<file path="config.mk">
export PLATFORM = sky130hd
export DESIGN_NAME = xor_e
export DESIGN_NICKNAME = d
export VERILOG_FILES = /design/src/rtl/xor_e.sv
export SDC_FILE = /design/constraint.sdc
export NUM_CORES = 1
export LEC_CHECK = 0
export CAP_MARGIN = 20
export CELL_PAD_IN_SITES_DETAIL_PLACEMENT = 1
export CELL_PAD_IN_SITES_GLOBAL_PLACEMENT = 1
export CORE_AREA = 2 2 39 41
export CTS_CLUSTER_DIAMETER = 150
export DETAILED_ROUTE_END_ITERATION = 8
export DIE_AREA = 0 0 41 43
export DONT_BUFFER_PORTS = 1
export PLACE_DENSITY_LB_ADDON = 0.05
export SLEW_MARGIN = 20
export SYNTH_ARGS = -nofsm -noshare
export SYNTH_HDL_FRONTEND = slang
export SYNTH_SLANG_ARGS = --single-unit
</file>
<file path="constraint.sdc">
create_clock -name clk -period 1.3 [get_ports clk]
set_input_delay 0.26 -clock clk [delete_from_list [all_inputs] [get_ports clk]]
set_output_delay 0.26 -clock clk [all_outputs]
set_load 0.005 [all_outputs]
</file>
<file path="src/rtl/xor_e.sv">
// rtl/xor_e.sv - registered XOR2/XOR3/XOR5 with mode select, optional XNOR and ones counter
// Optional feature macro: XOR_E_STATS_EN (enables the saturating ones_cnt counter)
module xor_e #(
    parameter int INV = 0
) (
    input  logic       clk,
    input  logic       rst_n,
    input  logic       in_valid,
    input  logic       i1,
    input  logic       i2,
    input  logic       i3,
    input  logic       i4,
    input  logic       i5,
    input  logic [1:0] mode,
    output logic       out_valid,
    output logic       o,
    output logic       o2,
    output logic       o3,
    output logic       o5,
    output logic       err,
    output logic [7:0] ones_cnt
);

    localparam logic C_INV = (INV != 0);

    logic w_x2;
    logic w_x3;
    logic w_x5;
    logic w_sel;
    logic w_rsvd;

    logic r_out_valid;
    logic r_o;
    logic r_o2;
    logic r_o3;
    logic r_o5;
    logic r_err;

    assign w_x2   = i1 ^ i2 ^ C_INV;
    assign w_x3   = i1 ^ i2 ^ i3 ^ C_INV;
    assign w_x5   = i1 ^ i2 ^ i3 ^ i4 ^ i5 ^ C_INV;
    assign w_rsvd = (mode == 2'b11);

    // Reserved mode forces o low independent of INV.
    always_comb begin
        w_sel = 1'b0;
        case (mode)
            2'b00:   w_sel = w_x2;
            2'b01:   w_sel = w_x3;
            2'b10:   w_sel = w_x5;
            default: w_sel = 1'b0;
        endcase
    end

    always_ff @(posedge clk) begin
        if (!rst_n) begin
            r_out_valid <= 1'b0;
            r_o         <= 1'b0;
            r_o2        <= 1'b0;
            r_o3        <= 1'b0;
            r_o5        <= 1'b0;
            r_err       <= 1'b0;
        end else begin
            r_out_valid <= in_valid;
            if (in_valid) begin
                r_o  <= w_sel;
                r_o2 <= w_x2;
                r_o3 <= w_x3;
                r_o5 <= w_x5;
                r_err <= w_rsvd;
            end
        end
    end

`ifdef XOR_E_STATS_EN
    logic [7:0] r_ones_cnt;

    always_ff @(posedge clk) begin
        if (!rst_n) begin
            r_ones_cnt <= 8'd0;
        end else if (in_valid && !w_rsvd && w_sel && (r_ones_cnt != 8'hFF)) begin
            r_ones_cnt <= r_ones_cnt + 8'd1;
        end
    end

    assign ones_cnt = r_ones_cnt;
`else
    assign ones_cnt = 8'd0;
`endif

    assign out_valid = r_out_valid;
    assign o         = r_o;
    assign o2        = r_o2;
    assign o3        = r_o3;
    assign o5        = r_o5;
    assign err       = r_err;

endmodule

</file>
# == Word level (Yosys, flattened, before mapping) ==
# Cells that the tools add are included.
# op_classes
reduce_logical,1
mul,0
n_mux,1
eq_ne,3
shifts,0
n_lt_le_gt_ge,0
add_sub_neg,0
bitwise_logic,4
div_mod_pow,0
# op_table
op,n
2-bit == test (second input constant),2
1-bit XOR,4
1-bit one-hot mux with 3 select lines,1
2-bit by 1-bit == test with 1-bit output (second input constant),1
2-bit zero test,1
# totals
romBits,0
reg_bits,6
word_cells,15
inputBits,10
n_memories,0
latch_bits,0
ramBits,0
output_inout_bits,14

# == Longest topological paths before layout ==
# Gate-level depths: netlist (run 1).
# logic_depth
depth_word,5
mapped_depth,4
ltp_nobuf,4

# == Worst setup path after synthesis (run 1) ==
# Ideal clock, no wire load.
# synth_path
path_type,input-to-reg
from,input i3
to,"register r_o, in the netlist o"
stages,4
t_arrival_ps,1046
path_buffers,0
setup_ps,116
required_time_ps,1184
path_slack_ps,138
path_cell_list,xnor3_1 > xnor2_2 > nand2_1 > a41o_1
# synth_between
elab_chain_cells,4
# synth_lines
element,line,source
"start, declared",11,"input logic i3,"
1-bit XOR *,"40, 41",
1-bit XOR (2 in series),41,assign w_x5 = i1 ^ i2 ^ i3 ^ i4 ^ i5 ^ C_INV;
1-bit one-hot mux with 3 select lines *,47,case (mode)
"end signal, assigned",66,r_o <= w_sel;
"end, declared",33,logic r_o;
# Every way passes the cells marked *; elsewhere a longest branch is shown, timed or not.
# A chain may end at the register's enable or synchronous reset.

# == Worst setup path in the final report (run 1) ==
# Ends and elaborated chain as after synthesis.

==> impl_metrics.json, run 1 <==
{
  "worstReg2RegEnd": "o$_SDFFE_PN0P_",
  "fin_crit_ps": 971,
  "crit_start": "i3",
  "r2r-start": "o$_SDFFE_PN0P_",
  "max-cap-violations": 0,
  "die_h_um": 43,
  "post_cts_buffers": 0,
  "worstRegToRegCells": 2,
  "synth_area_um2": 368,
  "htreeDepth": 1,
  "drt_wl_total_um": 682,
  "synthCells": 38,
  "layout_commonest_cell": "conb_1",
  "route.detailed.drc": 0,
  "fp.dieArea_um2": 1760,
  "cts.sinks": 6,
  "firstDrtPassIters": 2,
  "antenna_found_initial": 0,
  "synth-seq-area-share_pct": 32.7,
  "holdWs_ps": 150,
  "core_um2": 1380,
  "crit_slowest_cell": "xnor3_1",
  "cts_root_buf": "clkbuf_4",
  "crit_arrival_ps": 1110,
  "max_stage_delay_ps": 400,
  "finalMaxSlewViolations": 0,
  "grt_max_degree": 9,
  "postPlaceCellArea_um2": 350,
  "grt_use_total_pct": 9.34,
  "vias": 232,
  "gp_congestion": 0.630,
  "final_nets": 51,
  "die_w_um": 41,
  "power_density_nw_per_um2": 1240,
  "grt_pass1_wl_um": 1070,
  "rows": 14,
  "antenna_cells": 0,
  "start_util_pct": 26.6,
  "r2r_slack_ps": 520,
  "grt_pass1_vias": 244,
  "layout_common_cells": "conb_1, dfxtp_1, nand2_1, clkbuf_4",
  "run_status": "finished clean",
  "clock_latency_ps": 240,
  "yosysWarnings": 0,
  "avgSynthCellArea_um2": 9.68,
  "peakVddDrop_mv": 0.355,
  "dpl.cell_count": 52,
  "rsz0062_at_grt": "no",
  "fin_area_um2": 373,
  "leakagePower_nw": 0.190,
  "area_growth_pct": 1.36,
  "fin_ws_ps": 329,
  "antenna_left": 0,
  "cts_resized": 0,
  "drive_gt1_share_pct": 12.8,
  "endpoint_kind": "flop",
  "setup_viol": 0,
  "cts_buffer_depth": 2,
  "hold_buffers": 0,
  "pin_count": 24,
  "cp-start-kind": "input pin",
  "numCtsBuffers": 3,
  "cts_tree": "yes",
  "drt_iter0_markers": 2,
  "timing.final.crit_share_pct": 74.7,
  "max_freq_mhz": 1030,
  "busiest_layer": "met2",
  "clkTransAtPathRegs_ps": 50,
  "crit_fanout": 4,
  "hold_class": "in -> reg",
  "preCtsSetupSlack_ps": 64.2,
  "grtUsageMet1_pct": 9.65,
  "overflow": 0,
  "viasPerCell": 4.22,
  "path_cells": "xnor3_1 -> xnor2_2 -> nand2_1 -> a41o_1",
  "hold_viol_final": 0,
  "crit_type": "in -> reg",
  "ys_types": 19,
  "portBuffers": 0,
  "tns_ps": 0,
  "worstSetupEndpoint": "o$_SDFFE_PN0P_",
  "grtUsageMet3_pct": 7.33,
  "synth-seq-cells": 6,
  "required_ps": 1440,
  "skew_ps": 0,
  "wl_per_cell_um": 12.4,
  "layoutNonFillerInstCount": 55,
  "grtUsageMet2_pct": 13.4
}
## registers in the layout, indices dropped and copies added (netlist names)
register / count
o5: 1
o2: 1
o3: 1
o: 1
err: 1
out_valid: 1
## routing by layer
metal | share of wire, % | wire length, um
met5 | 0 | 0
met3 | 14 | 96
met4 | 0 | 0
met2 | 51 | 350
met1 | 34 | 234
## cells by family after synthesis
group,Yosys count,share of synthesized area (%)
and+or+nand+nor,10,15.0
buffers and inverters,10,18.4
DFF,6,32.7
AOI/OAI and AO/OA,5,10.2
xor gates and xnor gates,4,17.3
muxes,2,5.44
other,1,1.02
## final cells by class
cell class,instances,area [um2]
Fill cell,165,1010
Multi-Input combinational cell,29,206
Sequential cell,6,120
Clock buffer,3,22.5
Tap cell,16,20.0
Inverter,1,3.75
## worst min-delay path by stage
| stage | end | startpoint | cells after the start |
|---|---|---|---|
| 3_3_place_gp | o3$_SDFFE_PN0P_ | rst_n | 1 |
| 6_report | o3$_SDFFE_PN0P_ | rst_n | 1 |
| 4_1_cts | o3$_SDFFE_PN0P_ | rst_n | 1 |
| 3_5_place_dp | o3$_SDFFE_PN0P_ | rst_n | 1 |
| 2_1_floorplan | o3$_SDFFE_PN0P_ | rst_n | 1 |
| 5_1_grt | o3$_SDFFE_PN0P_ | rst_n | 1 |
## worst max-delay path: cells and delay by family
kind             cells  cell delay (ps)
AO/OA/AOI/OAI        1              200
XOR/XNOR             2              580
AND/OR/NAND/NOR      1               70
## report_power, final
group | switching (mW) | internal (mW) | total, mW
logic | 0.0322 | 0.0407 | 0.0729
registers | 0.00988 | 0.199 | 0.209
clock network | 0.0744 | 0.105 | 0.179
total | 0.117 | 0.345 | 0.461
## Yosys cell counts
| master | count | area, um2 |
|---|---|---|
| mux2i_1 | 2 | 20.0 |
| xnor3_1 | 1 | 22.5 |
| buf_4 | 8 | 60.1 |
| clkbuf_1 | 1 | 3.75 |
| o211a_1 | 1 | 10.0 |
| nand3b_1 | 1 | 7.51 |
| xnor2_2 | 2 | 32.5 |
| nand3_1 | 1 | 5.00 |
| xnor2_1 | 1 | 8.76 |
| a21boi_0 | 1 | 7.51 |
| o21ai_0 | 2 | 10.0 |
| nor2b_1 | 2 | 12.5 |
| conb_1 | 1 | 3.75 |
| and3b_1 | 1 | 8.76 |
| dfxtp_1 | 6 | 120 |
| nand2b_1 | 1 | 6.26 |
| nand2_1 | 4 | 15.0 |
| a41o_1 | 1 | 10.0 |
| inv_1 | 1 | 3.75 |
## metrics by stage
| stage | total power [mW] | utilization (%) |
|---|---|---|
| 3_3_place_gp | 0.285 | 25.3 |
| 2_1_floorplan | 0.296 | - |
| 4_1_cts | 0.470 | 26.9 |
| 3_5_place_dp | 0.287 | 25.3 |
| 6_report | 0.461 | 26.9 |
| 5_1_grt | 0.496 | 26.9 |
(Power assumes the default switching activity.)
==> inputs of run 2 (changes only) <==
Settings changed: ABC_AREA from default to 1.
Clock period 1.3 ns to 1 ns, I/O delays scaled along.
==> impl_metrics.json, run 2 <==
{
  "run_status": "finished clean",
  "layoutNonFillerInstCount": 75,
  "grt_use_total_pct": 11.6,
  "hold_buffers": 0,
  "antenna_left": 0,
  "cp-start-kind": "flop",
  "post_cts_buffers": 0,
  "synth-seq-cells": 6,
  "viasPerCell": 4.43,
  "vias": 332,
  "clkTransAtPathRegs_ps": 40,
  "htreeDepth": 1,
  "hold_viol_final": 0,
  "cts_buffer_depth": 2,
  "clock_latency_ps": 240,
  "numCtsBuffers": 3,
  "layout_common_cells": "conb_1, inv_1, nand3_1, nand2_1, dfxtp_1",
  "max-cap-violations": 0,
  "core_um2": 1380,
  "route.detailed.drc": 0,
  "skew_ps": 0,
  "leakagePower_nw": 0.225,
  "portBuffers": 0,
  "layout_commonest_cell": "conb_1",
  "final_nets": 71,
  "tns_ps": 0,
  "drt_wl_total_um": 855,
  "synthTopCellsByArea": "dfxtp_1, buf_4, nand3_2, nand2_2, nand3_1",
  "gp_congestion": 0.695,
  "timing.final.crit_share_pct": 78.6,
  "synth-seq-area-share_pct": 28.2,
  "synth_area_um2": 425,
  "max_freq_mhz": 1270,
  "cts_resized": 0,
  "fin_crit_ps": 786,
  "avgSynthCellArea_um2": 7.33,
  "crit_arrival_ps": 590,
  "yosysWarnings": 0,
  "antenna_found_initial": 0,
  "crit_type": "reg -> out",
  "synth_ff_type": "dfxtp_1",
  "start_util_pct": 30.7,
  "firstDrtPassIters": 1,
  "dpl.cell_count": 72,
  "rows": 14,
  "hpwl_um": 718,
  "die_h_um": 43,
  "peakVddDrop_mv": 0.461,
  "endpoint_kind": "primary output",
  "hold_class": "in -> reg",
  "drive_gt1_share_pct": 28.8,
  "worstHoldPathCells": 1,
  "die_w_um": 41,
  "worstRegToRegCells": 2,
  "cts_tree": "yes",
  "cts_root_buf": "clkbuf_4",
  "required_ps": 800,
  "setup_viol": 0,
  "grt_pass1_vias": 332,
  "wl_per_cell_um": 11.4,
  "grt_pass1_wl_um": 1330,
  "synthArstFlopShare_pct": 0,
  "drt_iter0_markers": 0,
  "ys_top_cells_by_count": "buf_4, inv_1, dfxtp_1, nand2_1, nand3_1",
  "grt_max_degree": 10,
  "pin_count": 24,
  "synth_top_area_share_pct": 28.2,
  "synthCells": 58,
  "area_growth_pct": 0.294,
  "synth_most_common_cell": "buf_4",
  "ys_types": 16,
  "synth_enable_flop_cells": 0,
  "finalMaxSlewViolations": 0,
  "rsz0062_at_grt": "no",
  "fp.dieArea_um2": 1760,
  "antenna_cells": 0,
  "cts.sinks": 6,
  "yosysTopAreaCell": "dfxtp_1",
  "crit_fanout": 2,
  "power_density_nw_per_um2": 1370,
  "crit_cells": 0,
  "overflow": 0
}
run 2: power by group:
group	total [mW]	switching, mW	internal [mW]
logic	0.101	0.0604	0.0404
clock network	0.216	0.0806	0.135
registers	0.270	0.0119	0.258
run 2: routing by layer:
layer	part of all wire [%]	wire, um	vias to the layer above	global-route usage [%]
met2	52	442	13	16.6
met3	9.4	80	2	2.09
met5	0	0	-	0
met4	0.94	8	0	12.0
li1	-	-	168	-
met1	38	324	149	12.9
run 2: cell type report:
class / instances / area (um2)
fillers: 196 / 957
multi-input cells: 40 / 226
clock buffers: 3 / 22.5
flip-flops and latches: 6 / 120
inverters: 10 / 37.5
well taps: 16 / 20.0
run 2: metrics by stage:
stage          util [%]  cell area [um2]  worst slack [ps]  hold slack (ps)  power (mW)
6_report           30.8              427               214             51.6       0.586
5_1_grt            30.8              427               182             46.5       0.630
4_1_cts            30.8              427               198             38.7       0.606
3_5_place_dp       29.2              404               119              299       0.375
3_3_place_gp       29.2              404               144              299       0.373
2_1_floorplan         -              452               145              298       0.388
run 2: worst register-to-register path, stage by stage, from the launching register on:
cell,delay (ps)
dfxtp_1,320
o211ai_1,170
inv_1,50
run 2: final timing paths:
| check | startpoint | endpoint | slack (ps) |
|---|---|---|---|
| setup reg to reg | o3$_SDFFE_PN0P_ | o3$_SDFFE_PN0P_ | 350 |
| hold / removal | in_valid | o5$_SDFFE_PN0P_ | 50 |
| hold reg to reg | o$_SDFFE_PN0P_ | o$_SDFFE_PN0P_ | 500 |
| setup / recovery | o2$_SDFFE_PN0P_ | o2 | 210 |
run 2: kinds of logic after synthesis:
| group | count (synthesis) | share of synthesized area (%) |
|---|---|---|
| and+or+nand+nor | 23 | 30.9 |
| buffers and inverters | 19 | 24.7 |
| AOI/OAI and AO/OA | 7 | 11.2 |
| DFF | 6 | 28.2 |
| xor gates and xnor gates | 2 | 4.12 |
| other | 1 | 0.882 |
==> inputs of run 3 (changes only) <==
Clock period 1 ns to 0.8 ns, I/O delays scaled along.
==> impl_metrics.json, run 3 (synthesized netlist as in run 2, its figures left out) <==
{
  "antenna_left": 0,
  "preCtsSetupSlack_ps": -45.2,
  "required_ps": 640,
  "cp-start-kind": "flop",
  "final_nets": 73,
  "holdWs_ps": 17.2,
  "hold_class": "in -> reg",
  "cts_buffer_depth": 2,
  "drt_iter0_markers": 2,
  "firstDrtPassIters": 2,
  "crit_arrival_ps": 590,
  "p_total_mw": 0.744,
  "antenna_cells": 0,
  "leakagePower_nw": 0.233,
  "crit_fanout": 2,
  "cts_resized": 0,
  "skew_ps": 0,
  "fin_crit_ps": 751,
  "pin_count": 24,
  "wl_per_cell_um": 10.9,
  "htreeDepth": 1,
  "fin_ws_ps": 49.4,
  "vias": 339,
  "fin_area_um2": 444,
  "grt_max_degree": 10,
  "setup_viol": 0,
  "antenna_found_initial": 0,
  "max-cap-violations": 0,
  "clkTransAtPathRegs_ps": 40,
  "endpoint_kind": "primary output",
  "run_status": "finished clean",
  "core_um2": 1380,
  "numCtsBuffers": 3,
  "die_w_um": 41,
  "area_growth_pct": 4.41,
  "utilization_pct": 32.1,
  "max_freq_mhz": 1330,
  "start_util_pct": 30.7,
  "cts.sinks": 6,
  "postPlaceCellArea_um2": 412,
  "rsz0062_at_grt": "no",
  "drt_wl_total_um": 841,
  "grt_pass1_wl_um": 1220,
  "power_density_nw_per_um2": 1680,
  "hpwl_um": 664,
  "viasPerCell": 4.40,
  "gp_congestion": 0.720,
  "cts_tree": "yes",
  "grt_pass1_vias": 328,
  "fp.dieArea_um2": 1760,
  "rows": 14,
  "route.detailed.drc": 0,
  "portBuffers": 0,
  "layout_common_cells": "conb_1, inv_1, nand3_1, nand2_1, dfxtp_1",
  "peakVddDrop_mv": 0.619,
  "overflow": 0,
  "finalMaxSlewViolations": 0,
  "timing.final.crit_share_pct": 93.8,
  "hold_viol_final": 0,
  "clock_latency_ps": 240,
  "die_h_um": 43,
  "grt_use_total_pct": 10.7,
  "drive_gt1_share_pct": 29.5,
  "cts_root_buf": "clkbuf_4",
  "layout_commonest_cell": "conb_1",
  "crit_type": "reg -> out"
}
run 3: final timing paths:
| kind | slack [ps] | endpoint | startpoint | cells after the start |
|---|---|---|---|---|
| setup / recovery | 50 | o2 | o2$_SDFFE_PN0P_ | 0 |
| hold / removal | 20 | out_valid$_SDFF_PN0_ | in_valid | 2 |
| setup reg to reg | 150 | o3$_SDFFE_PN0P_ | o3$_SDFFE_PN0P_ | 2 |
| hold reg to reg | 500 | o$_SDFFE_PN0P_ | o$_SDFFE_PN0P_ | 2 |
run 3: per-layer routing:
metal	part of all wire (%)	global-route usage, %
met5	0	0
met2	47	14.1
met1	41	12.7
met4	1.2	12.0
met3	11	2.09
run 3: layout make-up:
class | instances | area (um2)
Timing Repair Buffer | 2 | 17.5
Tap cell | 16 | 20.0
Clock buffer | 3 | 22.5
Fill cell | 180 | 940
Sequential cell | 6 | 120
Multi-Input combinational cell | 40 | 226
Inverter | 10 | 37.5
run 3: timing repair:
item | CTS | global route
hold buffers | 1 | 0
setup buffers | 0 | 0
endpoints found under the hold margin | 1 | 0
run 3: power breakdown:
part	internal [mW]	total (mW)	switching, mW	leakage, nW
combinational	0.0567	0.134	0.0775	0.170
clock	0.169	0.273	0.104	0.0138
sequential	0.322	0.337	0.0150	0.0498
run 3: through the flow:
stage | setup TNS, ps | cells
3_5_place_dp | -45.2 | 73
3_3_place_gp | -21.1 | 73
4_1_cts | 0 | 77
2_1_floorplan | 0 | 65
6_report | 0 | 77
5_1_grt | 0 | 77
